<file path="src/rtl/vga_scan_engine.sv">
// VGA raster engine: h/v timing, VRAM read addressing with replication, and pixel output
// kept cycle-aligned to the VRAM read latency, with an optional blinking block cursor.
module vga_scan_engine #(
  parameter int H_ACTIVE   = 640,
  parameter int H_FP       = 16,
  parameter int H_SYNC     = 96,
  parameter int H_BP       = 48,
  parameter int V_ACTIVE   = 480,
  parameter int V_FP       = 10,
  parameter int V_SYNC     = 2,
  parameter int V_BP       = 33,
  parameter bit HS_POL     = 1'b0,
  parameter bit VS_POL     = 1'b0,
  parameter int SCALE_LOG2 = 0,
  parameter int RAM_LAT    = 1,
  parameter int ADDR_W     = 19,
  parameter int CELL_LOG2  = 3,
  parameter bit CURSOR_EN  = 1'b1
) (
  input  logic              vga_clk,
  input  logic              rst_n,
  input  logic              Blink,
  input  logic [12:0]       Cursor,
  input  logic [11:0]       vram_out,
  output logic              vga_rdn,
  output logic [ADDR_W-1:0] vga_addr,
  output logic              HSYNC,
  output logic              VSYNC,
  output logic              DE,
  output logic [3:0]        R,
  output logic [3:0]        G,
  output logic [3:0]        B,
  output logic              frame_start
);

  localparam int H_TOTAL   = H_ACTIVE + H_FP + H_SYNC + H_BP;
  localparam int V_TOTAL   = V_ACTIVE + V_FP + V_SYNC + V_BP;
  localparam int HC_W      = $clog2(H_TOTAL);
  localparam int VC_W      = $clog2(V_TOTAL);
  localparam int AW1       = ADDR_W + 1;
  localparam int SRC_W     = H_ACTIVE >> SCALE_LOG2;
  localparam int CELL_COLS = SRC_W >> CELL_LOG2;
  localparam int CELL_SH   = SCALE_LOG2 + CELL_LOG2;
  localparam int CELL_W    = (HC_W + VC_W > 13) ? HC_W + VC_W : 13;

  localparam logic [HC_W-1:0] H_MAX       = HC_W'(H_TOTAL - 1);
  localparam logic [HC_W-1:0] H_SYNC_END  = HC_W'(H_SYNC);
  localparam logic [HC_W-1:0] H_ACT_FIRST = HC_W'(H_SYNC + H_BP);
  localparam logic [HC_W-1:0] H_ACT_LAST  = HC_W'(H_SYNC + H_BP + H_ACTIVE - 1);
  localparam logic [VC_W-1:0] V_MAX       = VC_W'(V_TOTAL - 1);
  localparam logic [VC_W-1:0] V_SYNC_END  = VC_W'(V_SYNC);
  localparam logic [VC_W-1:0] V_ACT_FIRST = VC_W'(V_SYNC + V_BP);
  localparam logic [VC_W-1:0] V_ACT_LAST  = VC_W'(V_SYNC + V_BP + V_ACTIVE - 1);

  // Stage-0 attributes that must travel alongside the VRAM read.
  typedef struct packed {
    logic hs;
    logic vs;
    logic act;
    logic hit;
    logic first;
  } tap_t;

  logic [1:0]         rst_sync;
  logic               rst_int_n;
  logic [HC_W-1:0]    hc;
  logic [VC_W-1:0]    vc;
  logic [HC_W-1:0]    col;
  logic [VC_W-1:0]    row;
  logic               act0;
  logic [AW1-1:0]     addr0;
  logic [CELL_W-1:0]  cell0;
  tap_t               tap0;
  tap_t [RAM_LAT:0]   taps;
  tap_t               tap_out;
  logic [11:0]        pix;

  // NOTE: reset asserts asynchronously but releases on a clock edge, so every
  // flop below leaves reset in the same cycle regardless of when rst_n rises.
  always_ff @(posedge vga_clk or negedge rst_n) begin
    if (!rst_n) rst_sync <= 2'b00;
    else        rst_sync <= {rst_sync[0], 1'b1};
  end

  assign rst_int_n = rst_sync[1];

  // NOTE: sequential state uses non-blocking assignments only, so every flop
  // samples values from before the edge regardless of block ordering.
  always_ff @(posedge vga_clk or negedge rst_int_n) begin
    if (!rst_int_n) begin
      hc <= '0;
      vc <= '0;
    end else if (hc == H_MAX) begin
      hc <= '0;
      vc <= (vc == V_MAX) ? '0 : vc + 1'b1;
    end else begin
      hc <= hc + 1'b1;
    end
  end

  // NOTE: every signal is given a default at the top of the block so no
  // path through it can leave a value held, which would infer a latch.
  always_comb begin
    col   = hc - H_ACT_FIRST;
    row   = vc - V_ACT_FIRST;
    act0  = (hc >= H_ACT_FIRST) && (hc <= H_ACT_LAST) &&
            (vc >= V_ACT_FIRST) && (vc <= V_ACT_LAST);
    addr0 = AW1'(row >> SCALE_LOG2) * AW1'(SRC_W) + AW1'(col >> SCALE_LOG2);
    cell0 = CELL_W'(row >> CELL_SH) * CELL_W'(CELL_COLS) + CELL_W'(col >> CELL_SH);

    tap0       = '0;
    tap0.hs    = hc < H_SYNC_END;
    tap0.vs    = vc < V_SYNC_END;
    tap0.act   = act0;
    tap0.hit   = CURSOR_EN && act0 && Blink && (cell0 == CELL_W'(Cursor));
    tap0.first = act0 && (col == '0) && (row == '0);
  end

  always_ff @(posedge vga_clk or negedge rst_int_n) begin
    if (!rst_int_n) begin
      vga_addr <= '0;
      vga_rdn  <= 1'b1;
    end else begin
      vga_addr <= act0 ? addr0[ADDR_W-1:0] : '0;
      vga_rdn  <= ~act0;
    end
  end

  // One stage for the address register plus RAM_LAT stages for the memory.
  always_ff @(posedge vga_clk or negedge rst_int_n) begin
    if (!rst_int_n) taps <= '0;
    else            taps <= {taps[RAM_LAT-1:0], tap0};
  end

  assign tap_out = taps[RAM_LAT];

  always_comb begin
    pix = '0;
    if (tap_out.act) pix = (tap_out.hit && Blink) ? ~vram_out : vram_out;
  end

  assign {B, G, R}   = pix;
  assign DE          = tap_out.act;
  assign HSYNC       = tap_out.hs ? HS_POL : ~HS_POL;
  assign VSYNC       = tap_out.vs ? VS_POL : ~VS_POL;
  assign frame_start = tap_out.first;

endmodule
</file>
<file path="config.mk">
export PLATFORM = sky130hd
export DESIGN_NAME = vga_scan_engine
export DESIGN_NICKNAME = d
export VERILOG_FILES = /design/src/rtl/vga_scan_engine.sv
export SDC_FILE = /design/constraint.sdc
export NUM_CORES = 1
export LEC_CHECK = 0
export BUFFER_PORTS_ARGS = -buffer_cell sky130_fd_sc_hd__buf_2
export CAP_MARGIN = 10
export CORE_AREA = 4 4 97 99
export DETAILED_ROUTE_END_ITERATION = 6
export DIE_AREA = 0 0 101 103
export PLACE_DENSITY_LB_ADDON = 0.3
export SYNTH_ARGS = -nofsm -noshare
export SYNTH_HDL_FRONTEND = slang
export SYNTH_SLANG_ARGS = --single-unit
</file>
<file path="constraint.sdc">
create_clock -name vga_clk -period 2.7 [get_ports vga_clk]
set_clock_uncertainty 0.15 [all_clocks]
set_input_delay 0.81 -clock vga_clk [delete_from_list [all_inputs] [get_ports vga_clk]]
set_output_delay 0.81 -clock vga_clk [all_outputs]
set_load 0.005 [all_outputs]
</file>
==> impl_metrics.csv <==
group,metric,value,unit
clock_tree,cts_max_path_buffers,2,
sta,worst_pin_slew,0.503,ns
grt,gr-total-overflow,0,
hold_path,min_path_type,"reg -> async",
routing,detail_route.drc_violations,0,
clock_tree,inserted_clock_buffers,5,
grt,grt_antenna_before_repair,0,
sta,rsz0062_at_grt,"true",
clock_tree,cts_tree,"done",
sta,slew-limit-headroom,66.4,%
yosys,syn_area,0.00377,mm²
routing,post_drt_via_cell_ratio,5.22,
sta,max_freq,261,MHz
grt,first_global_vias,3768,
pwr,total_power,1.34,mW
yosys,synth-seq-cells,52,
grt,maximum_number_of_pins_on_one_net_before_global_route_repair,40,
floorplan,die_ar,0.0104,mm²
clock_tree,cts-htree-levels,2,
yosys,synth-seq-area-share,34.5,%
final_layout,design.final.nets,658,
sta,setup_viol_count_final,14,
final_layout,final_util,66.9,%
yosys,synthArstFlopShare,100,%
final_layout,drive_gt1_share,45.9,%
floorplan,die_height,103,µm
pwr,p_leak,2.73,nW
status,failed_checks,"negative setup slack",
pwr,power_density_normalized_to_cell_area,234,mW/mm²
sta,final_critical_path_setup_slack,-1.13,ns
clock_tree,insertion_delay,0.33,ns
floorplan,io-pin-count,64,
routing,detail_route.wl_per_cell,15.9,µm
floorplan,rows,34,
placement,portBuffers,63,
yosys,number_of_distinct_library_cell_variants_in_the_gate_level_netlist_after_synthesis,52,
placement,hpwl,7840,µm
final_layout,final_cell_area,0.00572,mm²
worst_setup_path,endpoint_kind,"register",
floorplan,start_util,44.1,%
worst_setup_path,worstPathMaxFanout,5,
placement,gp_congestion,0.916,
routing,drt_pre_antenna_iters,4,
worst_setup_path,critical_path_arrival,3.90,ns
final_layout,area_occupied_by_multi_input_gates,0.00277,mm²
worst_setup_path,setup.worst_path.start_class,"register",
final_layout,area_added_between_synthesis_and_finish,51.5,%
clock_tree,cts_sinks,52,
floorplan,design.core.area,0.00855,mm²
sta,layout_worst_path_cycle_share,142,%
yosys,synthCells,423,
clock_tree,clk_pin_slew_worst_paths,0.11,ns
pwr,vdd.ir_drop.worst,0.179,mV
routing,vias,3694,
sta,period_minus_slack,3.83,ns
final_layout,regArea,0.00131,mm²
final_layout,number_of_antenna_diodes,0,
sta,timing.final.hold_violations,0,
grt,grt_util_all_layers,21.1,%
worst_setup_path,timing.reg2reg.setup_slack,-1.13,ns
placement,postPlaceCellArea,0.00500,mm²
routing,route.antenna.remaining_nets,0,
routing,drt_iter0_markers,116,
yosys,net_count_after_synthesis,483,
yosys,post_synth.cell_area_avg,8.92,µm²
final_layout,filler_cell_count,629,
grt,grt_first_pass_wirelength,17500,µm
worst_setup_path,timing_worst_setup_path_type,"reg -> reg",
yosys,synth_ff_type,"sky130_fd_sc_hd__dfrtp_1",
yosys,synth-edff-count,0,
routing,detail_route.wirelength,11300,µm
clock_tree,ctsRootBufferMaster,"sky130_fd_sc_hd__clkbuf_8",
sta,slew_violations,0,
floorplan,die_width,101,µm
run,max_cap_violations,0,
yosys,yosysWarnings,0,
status,status,"finished with violations",
worst_setup_path,cp.required,2.77,ns
-- per-stage QoR --
step	worst slack (ns)	setup TNS [ns]	hold slack, ns	instances
floorplan	-1.05	-3.74	0.181	423
global placement	-0.938	-4.57	-0.0143	676
detailed placement	-1.14	-5.14	-0.00867	676
CTS	-0.971	-4.38	0.0853	697
global route	-1.24	-6.94	0.0879	707
finish	-1.13	-5.47	0.0811	707
-- layout by cell type, fill, tap and decap left out, types with 4 or more instances in the layout --
| master | instances |
|---|---|
| sky130_fd_sc_hd__xor2_2 | 6 |
| sky130_fd_sc_hd__buf_4 | 105 |
| sky130_fd_sc_hd__ha_4 | 7 |
| sky130_fd_sc_hd__nand4_1 | 11 |
| sky130_fd_sc_hd__dfrtp_1 | 48 |
| sky130_fd_sc_hd__o21ai_0 | 19 |
| sky130_fd_sc_hd__ha_1 | 18 |
| sky130_fd_sc_hd__nor2_1 | 41 |
| sky130_fd_sc_hd__a21oi_2 | 4 |
| sky130_fd_sc_hd__nor2_2 | 8 |
| sky130_fd_sc_hd__a21o_1 | 4 |
| sky130_fd_sc_hd__xnor2_1 | 40 |
| sky130_fd_sc_hd__or3_4 | 4 |
| sky130_fd_sc_hd__and2_1 | 17 |
| sky130_fd_sc_hd__inv_1 | 16 |
| sky130_fd_sc_hd__xor2_1 | 20 |
| sky130_fd_sc_hd__nor3_1 | 10 |
| sky130_fd_sc_hd__nand2_1 | 19 |
| sky130_fd_sc_hd__a21oi_1 | 13 |
| sky130_fd_sc_hd__and3_1 | 4 |
| sky130_fd_sc_hd__nand3_1 | 8 |
| sky130_fd_sc_hd__xnor2_2 | 5 |
| sky130_fd_sc_hd__clkbuf_8 | 5 |
| sky130_fd_sc_hd__buf_2 | 63 |
| sky130_fd_sc_hd__buf_6 | 16 |
-- power by group --
part           total, mW  internal, mW  switching [mW]
clock              0.496         0.190           0.306
sequential         0.781         0.780        0.000951
combinational     0.0634        0.0309          0.0326
-- critical path, stage by stage (launching register included) --
cell and delay, ns:
sky130_fd_sc_hd__dfrtp_2 0.46, sky130_fd_sc_hd__ha_4 0.18, sky130_fd_sc_hd__o41a_1 0.38, sky130_fd_sc_hd__xnor2_1 0.17, sky130_fd_sc_hd__nor2_1 0.13, sky130_fd_sc_hd__nor2_1 0.06, sky130_fd_sc_hd__ha_2 0.19, sky130_fd_sc_hd__fa_2 0.44
sky130_fd_sc_hd__a211oi_4 0.32, sky130_fd_sc_hd__buf_4 0.18, sky130_fd_sc_hd__buf_4 0.11, sky130_fd_sc_hd__o32ai_2 0.06, sky130_fd_sc_hd__xnor2_1 0.27, sky130_fd_sc_hd__nor4bb_4 0.34, sky130_fd_sc_hd__o21ai_1 0.10, sky130_fd_sc_hd__nor3b_2 0.16
-- cells in the mapped netlist, types with 2 or more instances --
cell | instances | area (µm²)
sky130_fd_sc_hd__nor2_1 | 52 | 195
sky130_fd_sc_hd__nand2_1 | 22 | 82.6
sky130_fd_sc_hd__nor3b_1 | 2 | 15.0
sky130_fd_sc_hd__o21a_1 | 3 | 22.5
sky130_fd_sc_hd__a21o_1 | 4 | 30.0
sky130_fd_sc_hd__a21oi_1 | 19 | 95.1
sky130_fd_sc_hd__ha_1 | 28 | 350
sky130_fd_sc_hd__nand4_1 | 11 | 68.8
sky130_fd_sc_hd__or4_1 | 3 | 22.5
sky130_fd_sc_hd__o21ai_0 | 20 | 100
sky130_fd_sc_hd__nor4_1 | 3 | 18.8
sky130_fd_sc_hd__dfrtp_1 | 51 | 1280
sky130_fd_sc_hd__and2_1 | 18 | 113
sky130_fd_sc_hd__nand3_1 | 8 | 40.0
sky130_fd_sc_hd__or2_2 | 2 | 12.5
sky130_fd_sc_hd__and3_1 | 5 | 31.3
sky130_fd_sc_hd__xor2_1 | 27 | 236
sky130_fd_sc_hd__nor2b_1 | 5 | 31.3
sky130_fd_sc_hd__nor3_1 | 13 | 65.1
sky130_fd_sc_hd__clkbuf_1 | 18 | 67.6
sky130_fd_sc_hd__inv_1 | 20 | 75.1
sky130_fd_sc_hd__or3_1 | 4 | 25.0
sky130_fd_sc_hd__fa_1 | 4 | 80.1
sky130_fd_sc_hd__o32ai_1 | 2 | 17.5
sky130_fd_sc_hd__xnor2_1 | 45 | 394
sky130_fd_sc_hd__a21boi_0 | 2 | 15.0
sky130_fd_sc_hd__mux2i_1 | 3 | 30.0
sky130_fd_sc_hd__nor4bb_1 | 2 | 20.0
sky130_fd_sc_hd__o31ai_1 | 2 | 15.0
sky130_fd_sc_hd__a211oi_1 | 3 | 22.5
-- per-layer routing --
layer / vias to the layer above / part of all wire, % / global-route usage (%) / routed length, µm
met5: - / 0 / 0 / 0
met4: 0 / 1.6 / 6.24 / 183
met3: 16 / 4.7 / 3.45 / 529
met2: 101 / 53 / 39.4 / 6020
met1: 1800 / 40 / 24.9 / 4520
li1: 1777 / - / - / -
-- flip-flops by register name, indices dropped and copies added (netlist names) --
name,count
frame_start,1
hc,10
DE,1
vc,10
rst_sync,2
vga_rdn,1
vga_addr,19
tap_out,3
taps,5
-- final cells by class --
cell class	count	area share [%]
tap	108	2.36
timing repair buffer	188	23.4
multi-input combinational	331	48.4
clock inverter	3	0.437
clock buffer	5	1.20
inverter	20	1.36
sequential	52	22.8
-- worst paths after layout --
path | startpoint | to | cells past startpoint
worst max-delay path | vc[1]$_DFFE_PN0N_ | vga_addr[18]$_DFF_PN0_ | 15
worst min-delay path | rst_sync[1]$_DFF_PN0_ | vga_rdn$_DFF_PN1_ | 0
worst max register to register | vc[1]$_DFFE_PN0N_ | vga_addr[18]$_DFF_PN0_ | 15
worst min register to register | rst_sync[1]$_DFF_PN0_ | vga_rdn$_DFF_PN1_ | 0
max in group asynchronous | rst_sync[1]$_DFF_PN0_ | hc[6]$_DFF_PN0_ | 1
min in group vga_clk | taps[1]$_DFF_PN0_ | tap_out[1]$_DFF_PN0_ | 0
-- timing repair --
| item | CTS | global route |
|---|---|---|
| cloned | 1 | 0 |
| buffers inserted | 10 | 13 |
| endpoints found under the setup margin | 13 | 19 |
| pin swaps | 26 | 23 |
| hold buffers | 2 | 0 |
| hold endpoints to repair | 7 | 0 |
| resized for setup | 48 | 47 |
-- logic make-up after synthesis --
group | synth area share, %
AO/OA/AOI/OAI | 11.1
XOR/XNOR | 16.7
buffers and inverters | 4.18
multiplexers | 0.796
adder cells (fa/ha/maj) | 11.4
other | 0.0993
AND/OR/NAND/NOR | 21.2
flip-flops | 34.5
Note: power is estimated with default switching activity, not from simulation.
